--- src/rtl/branch_pkg.sv ---
`default_nettype none
// ============================================================================
// branch_pkg : predictor state encodings and default resolver sizing
// Rev 1.0
// ============================================================================
package branch_pkg;

    typedef enum logic [1:0] {
        SNT = 2'd0,
        WNT = 2'd1,
        WT  = 2'd2,
        ST  = 2'd3
    } pred_state_e;

    localparam int DEFAULT_DEPTH = 4;
    localparam int DEFAULT_CNT_W = 16;

    function automatic logic pred_dir(input pred_state_e s);
        return (s == WT) || (s == ST);
    endfunction

endpackage
`default_nettype wire

--- src/rtl/pred_fifo.sv ---
`default_nettype none
// ============================================================================
// pred_fifo : DEPTH x 1-bit prediction FIFO with push/pop/flush and count
// Rev 1.0
// ============================================================================
module pred_fifo #(
    parameter int DEPTH = 4
) (
    input  logic                   clk,
    input  logic                   rst_n,
    input  logic                   push_i,
    input  logic                   din_i,
    input  logic                   pop_i,
    input  logic                   flush_i,
    output logic                   dout_o,
    output logic                   empty_o,
    output logic [$clog2(DEPTH):0] count_o
);

    localparam int AW = $clog2(DEPTH);

    logic [DEPTH-1:0] mem_q;
    logic [AW-1:0]    wr_ptr_q, wr_ptr_d;
    logic [AW-1:0]    rd_ptr_q, rd_ptr_d;
    logic [AW:0]      count_q, count_d;

    // Pointers are AW bits wide, so wrap modulo DEPTH is implicit.
    always_comb begin
        wr_ptr_d = wr_ptr_q;
        rd_ptr_d = rd_ptr_q;
        count_d  = count_q;
        if (flush_i) begin
            wr_ptr_d = '0;
            rd_ptr_d = '0;
            count_d  = '0;
        end else begin
            if (push_i) wr_ptr_d = wr_ptr_q + 1'b1;
            if (pop_i)  rd_ptr_d = rd_ptr_q + 1'b1;
            if (push_i && !pop_i)      count_d = count_q + 1'b1;
            else if (!push_i && pop_i) count_d = count_q - 1'b1;
        end
    end

    always_ff @(posedge clk) begin
        if (!rst_n) begin
            wr_ptr_q <= '0;
            rd_ptr_q <= '0;
            count_q  <= '0;
        end else begin
            wr_ptr_q <= wr_ptr_d;
            rd_ptr_q <= rd_ptr_d;
            count_q  <= count_d;
        end
    end

    always_ff @(posedge clk) begin
        if (push_i) mem_q[wr_ptr_q] <= din_i;
    end

    assign dout_o  = mem_q[rd_ptr_q];
    assign empty_o = (count_q == '0);
    assign count_o = count_q;

endmodule
`default_nettype wire

--- src/rtl/branch_resolver.sv ---
`default_nettype none
// ============================================================================
// branch_resolver : tracks predicted branches, resolves in order, flushes on
// mispredict. Optional statistics counters via BRANCH_RESOLVER_STATS_EN.
// Rev 1.0
// ============================================================================
module branch_resolver
    import branch_pkg::*;
#(
    parameter int DEPTH = DEFAULT_DEPTH,
    parameter int CNT_W = DEFAULT_CNT_W
) (
    input  logic                   clk,
    input  logic                   rst_n,
    input  logic                   fetch_valid,
    output logic                   fetch_ready,
    output logic                   pred_request,
    input  logic                   prediction,
    input  logic                   outcome_valid,
    input  logic                   outcome_taken,
    output logic                   outcome_ready,
    output logic                   result,
    output logic                   taken,
    output logic                   mispredict,
    output logic [$clog2(DEPTH):0] occupancy,
    output logic [CNT_W-1:0]       branch_count,
    output logic [CNT_W-1:0]       mispredict_count
);

    localparam int OCC_W = $clog2(DEPTH) + 1;

    logic             pending_q, pending_d;
    logic             result_q, result_d;
    logic             taken_q, taken_d;
    logic             mispredict_q, mispredict_d;

    logic             w_head;
    logic             w_empty;
    logic [OCC_W-1:0] w_count;
    logic             w_pop;
    logic             w_miss;
    logic             w_push;

    pred_fifo #(
        .DEPTH (DEPTH)
    ) u_pred_fifo (
        .clk     (clk),
        .rst_n   (rst_n),
        .push_i  (w_push),
        .din_i   (prediction),
        .pop_i   (w_pop),
        .flush_i (w_miss),
        .dout_o  (w_head),
        .empty_o (w_empty),
        .count_o (w_count)
    );

    // Pending capture counts toward occupancy so the FIFO can never overflow.
    assign occupancy     = w_count + OCC_W'(pending_q);
    assign fetch_ready   = (occupancy < OCC_W'(DEPTH));
    assign pred_request  = rst_n && fetch_valid && fetch_ready;
    assign outcome_ready = !w_empty;

    assign w_pop  = outcome_valid && outcome_ready;
    assign w_miss = w_pop && (w_head != outcome_taken);
    assign w_push = pending_q && !w_miss;

    always_comb begin
        pending_d    = pred_request && !w_miss;
        result_d     = w_pop;
        taken_d      = w_pop && outcome_taken;
        mispredict_d = w_miss;
    end

    always_ff @(posedge clk) begin
        if (!rst_n) begin
            pending_q    <= 1'b0;
            result_q     <= 1'b0;
            taken_q      <= 1'b0;
            mispredict_q <= 1'b0;
        end else begin
            pending_q    <= pending_d;
            result_q     <= result_d;
            taken_q      <= taken_d;
            mispredict_q <= mispredict_d;
        end
    end

    assign result     = result_q;
    assign taken      = taken_q;
    assign mispredict = mispredict_q;

`ifdef BRANCH_RESOLVER_STATS_EN
    logic [CNT_W-1:0] branch_count_q, branch_count_d;
    logic [CNT_W-1:0] mispredict_count_q, mispredict_count_d;

    // Both counters saturate at all-ones.
    always_comb begin
        branch_count_d     = branch_count_q;
        mispredict_count_d = mispredict_count_q;
        if (w_pop && (branch_count_q != '1))
            branch_count_d = branch_count_q + 1'b1;
        if (w_miss && (mispredict_count_q != '1))
            mispredict_count_d = mispredict_count_q + 1'b1;
    end

    always_ff @(posedge clk) begin
        if (!rst_n) begin
            branch_count_q     <= '0;
            mispredict_count_q <= '0;
        end else begin
            branch_count_q     <= branch_count_d;
            mispredict_count_q <= mispredict_count_d;
        end
    end

    assign branch_count     = branch_count_q;
    assign mispredict_count = mispredict_count_q;
`else
    assign branch_count     = '0;
    assign mispredict_count = '0;
`endif

endmodule
`default_nettype wire

--- config.mk ---
export PLATFORM = sky130hd
export DESIGN_NAME = branch_resolver
export DESIGN_NICKNAME = d
export VERILOG_FILES = /design/src/rtl/branch_pkg.sv /design/src/rtl/pred_fifo.sv /design/src/rtl/branch_resolver.sv
export SDC_FILE = /design/constraint.sdc
export NUM_CORES = 1
export LEC_CHECK = 0
export CORE_MARGIN = 4
export CORE_UTILIZATION = 36
export DETAILED_ROUTE_END_ITERATION = 8
export PLACE_DENSITY = 0.75
export REMOVE_ABC_BUFFERS = 1
export SYNTH_ARGS = -nofsm -noshare
export SYNTH_HDL_FRONTEND = slang
export SYNTH_SLANG_ARGS = --single-unit
--- constraint.sdc ---
create_clock -name clk -period 1.9 [get_ports clk]
set_clock_uncertainty 0.1 [all_clocks]
set_input_delay 0.19 -clock clk [delete_from_list [all_inputs] [get_ports clk]]
set_output_delay 0.19 -clock clk [all_outputs]
set_load 0.01 [all_outputs]
==> flow_metrics.py <==
metrics = {
    "place": {
        "gp_congestion": 0.754,
        "placed_area_um2": 1110,
        "dpl_worst_slack_ps": -130,
        "dp_hpwl_mm": 1.42,
        "dpl.cell_count": 153,
        "port_buffers": 14,
    },
    "floorplan": {
        "num_rows": 18,
        "die_h_um": 60.7,
        "dieWidth_um": 60.7,
        "die_area_um2": 3680,
        "fp.coreArea_um2": 2570,
        "start_util_pct": 38.9,
        "ios": 47,
    },
    "routing": {
        "vias": 666,
        "first_pass_iters": 6,
        "via_per_inst": 4.24,
        "drt-wirelength-per-cell_um": 11.4,
        "first_iter_violations": 14,
        "ant_nets": 0,
        "wl_mm": 1.78,
        "drc_errors": 0,
    },
    "clock_network": {
        "cts_buffers": 3,
        "ctsHtreeMaxLevel": 1,
        "clock_sinks": 15,
        "cts-root-buf": "clkbuf_4",
        "cts_tree": "yes",
        "cts.clk_slew.worst_paths_ps": 90,
        "clockBufferDepth": 2,
        "clock_latency_ps": 280,
    },
    "setup_path": {
        "crit_path_end_kind": "register",
        "critPathLaunchType": "register",
        "crit_buf_inv": 0,
        "path_max_fanout": 4,
        "crit_family": "simple AND/OR/NAND/NOR gates",
        "cp.required_ps": 1970,
        "path_cells": "o31ai_2 -> nand2_1 -> fa_2 -> or3_1 -> o211ai_2 -> a221oi_2",
        "max_stage_delay_ps": 380,
        "crit_slowest_cell": "fa_2",
        "crit_arrival_ps": 1920,
        "crit_type": "reg -> reg",
    },
    "synthesis": {
        "ys.flop_type": "dfxtp_1",
        "ys_ff_latch": 15,
        "seq_area_frac_synth_pct": 34.1,
        "synth_edf_count": 4,
        "ys_async_sr_fraction_pct": 0,
        "syn-cell-area_um2": 998,
        "syn-mean-instance-area_um2": 9.69,
        "yosys_warnings": 0,
        "syn_inst": 103,
        "synth_cell_types": 29,
    },
    "timing": {
        "rsz0062_at_grt": "true",
        "final-setup-viol-count": 0,
        "fmax_mhz": 541,
        "fin_ws_ps": 52.1,
        "slew_violations": 0,
        "hold_viol_final": 0,
        "fin_crit_ps": 1850,
        "finalCritPeriodShare_pct": 97.3,
        "whs_ps": 442,
        "tns_ps": 0,
    },
    "global_route": {
        "grt_max_degree": 14,
        "grt_pass1_vias": 677,
        "antenna_found_initial": 0,
        "overflow": 0,
        "grt_pass1_wl_mm": 3.01,
        "grt_usage_pct": 11.1,
    },
    "finish": {
        "area_growth_pct": 15.4,
        "finalNetCount": 141,
        "final_cell_mix": "conb_1, clkdlybuf4s50_1, dfxtp_1, buf_4, nor2_1",
        "final_common_cell": "conb_1",
        "fin_cells": 157,
        "layout-drive-gt1-share_pct": 21.3,
        "post-route-cell-area_um2": 1150,
        "diodes": 0,
        "final_core_util_pct": 44.9,
    },
    "power_and_ir_drop": {
        "power.leakage_nw": 0.550,
        "max-vdd-ir-drop_mv": 0.657,
        "p_total_mw": 1.45,
        "power_density_nw_per_um2": 1250,
    },
    "flow_run": {
        "cap_violations": 0,
    },
    "worst_hold_path": {
        "holdCritPathClass": "in -> reg",
    },
    "run_status": {
        "status": "complete, no violations",
    },
}
-- worst paths after layout --
check                                from                      end  slack, ps  depth (start not counted)
setup / recovery   u_pred_fifo.count_o[2]   u_pred_fifo.count_o[2]         50                          6
hold / removal                 prediction     u_pred_fifo.mem_q[2]        440                          1
setup reg to reg   u_pred_fifo.count_o[2]   u_pred_fifo.count_o[2]         50                          6
hold reg to reg   u_pred_fifo.rd_ptr_q[1]  u_pred_fifo.rd_ptr_q[1]        460                          2
-- routing by layer --
layer | up-vias | global-route usage (%) | part of all wire (%)
li1 | 323 | - | -
met1 | 316 | 12.6 | 39
met2 | 27 | 18.5 | 52
met3 | 0 | 4.26 | 8.8
met4 | 0 | 4.64 | 0
met5 | - | 0 | 0
-- report_power, final --
part           switching (mW)  leakage, nW  internal (mW)
sequential             0.0520        0.127          0.405
combinational           0.407        0.408          0.402
clock                  0.0977       0.0150         0.0814
total                   0.557        0.550          0.889
-- sequential cells by signal, indices dropped and copies added, names as in the netlist --
signal and cells:
u_pred_fifo.mem_q 4, u_pred_fifo.count_o 3, u_pred_fifo.rd_ptr_q 2, u_pred_fifo.wr_ptr_q 2
mispredict 1, pending_q 1, result 1, taken 1
-- synth_stat cells (2+ instances only) --
| cell type | instances | area (µm²) |
|---|---|---|
| dfxtp_1 | 11 | 220 |
| buf_4 | 32 | 240 |
| ha_1 | 6 | 75.1 |
| nand2_1 | 5 | 18.8 |
| inv_1 | 4 | 15.0 |
| nor2_1 | 8 | 30.0 |
| edfxtp_1 | 4 | 120 |
| or3_1 | 2 | 12.5 |
| xnor2_1 | 4 | 35.0 |
| xor2_1 | 2 | 17.5 |
| mux2i_1 | 2 | 20.0 |
| and3_1 | 6 | 37.5 |
-- layout make-up --
| type | instances | area [µm²] |
|---|---|---|
| flip-flops and latches | 15 | 345 |
| inverters | 4 | 15.0 |
| well taps | 30 | 37.5 |
| fillers | 253 | 1420 |
| repair buffers | 23 | 190 |
| multi-input cells | 81 | 538 |
| clock buffers | 4 | 26.3 |
-- kinds of logic after synthesis --
logic type	after synthesis	synth area share, %
AO/OA/AOI/OAI	7	6.01
buffers and inverters	38	26.4
other	1	0.376
flip-flops	15	34.1
XOR/XNOR	7	6.89
AND/OR/NAND/NOR	25	12.4
adder cells (fa/ha/maj)	7	9.52
multiplexers	3	4.26
-- timing repair --
item | in CTS | in global routing
buffers inserted | 0 | 0
hold buffers | 0 | 0
endpoints found under the hold margin | 0 | 0
setup endpoints to repair | 5 | 8
gates resized for setup | 11 | 10
pin swaps | 1 | 2
(Power assumes the default switching activity.)
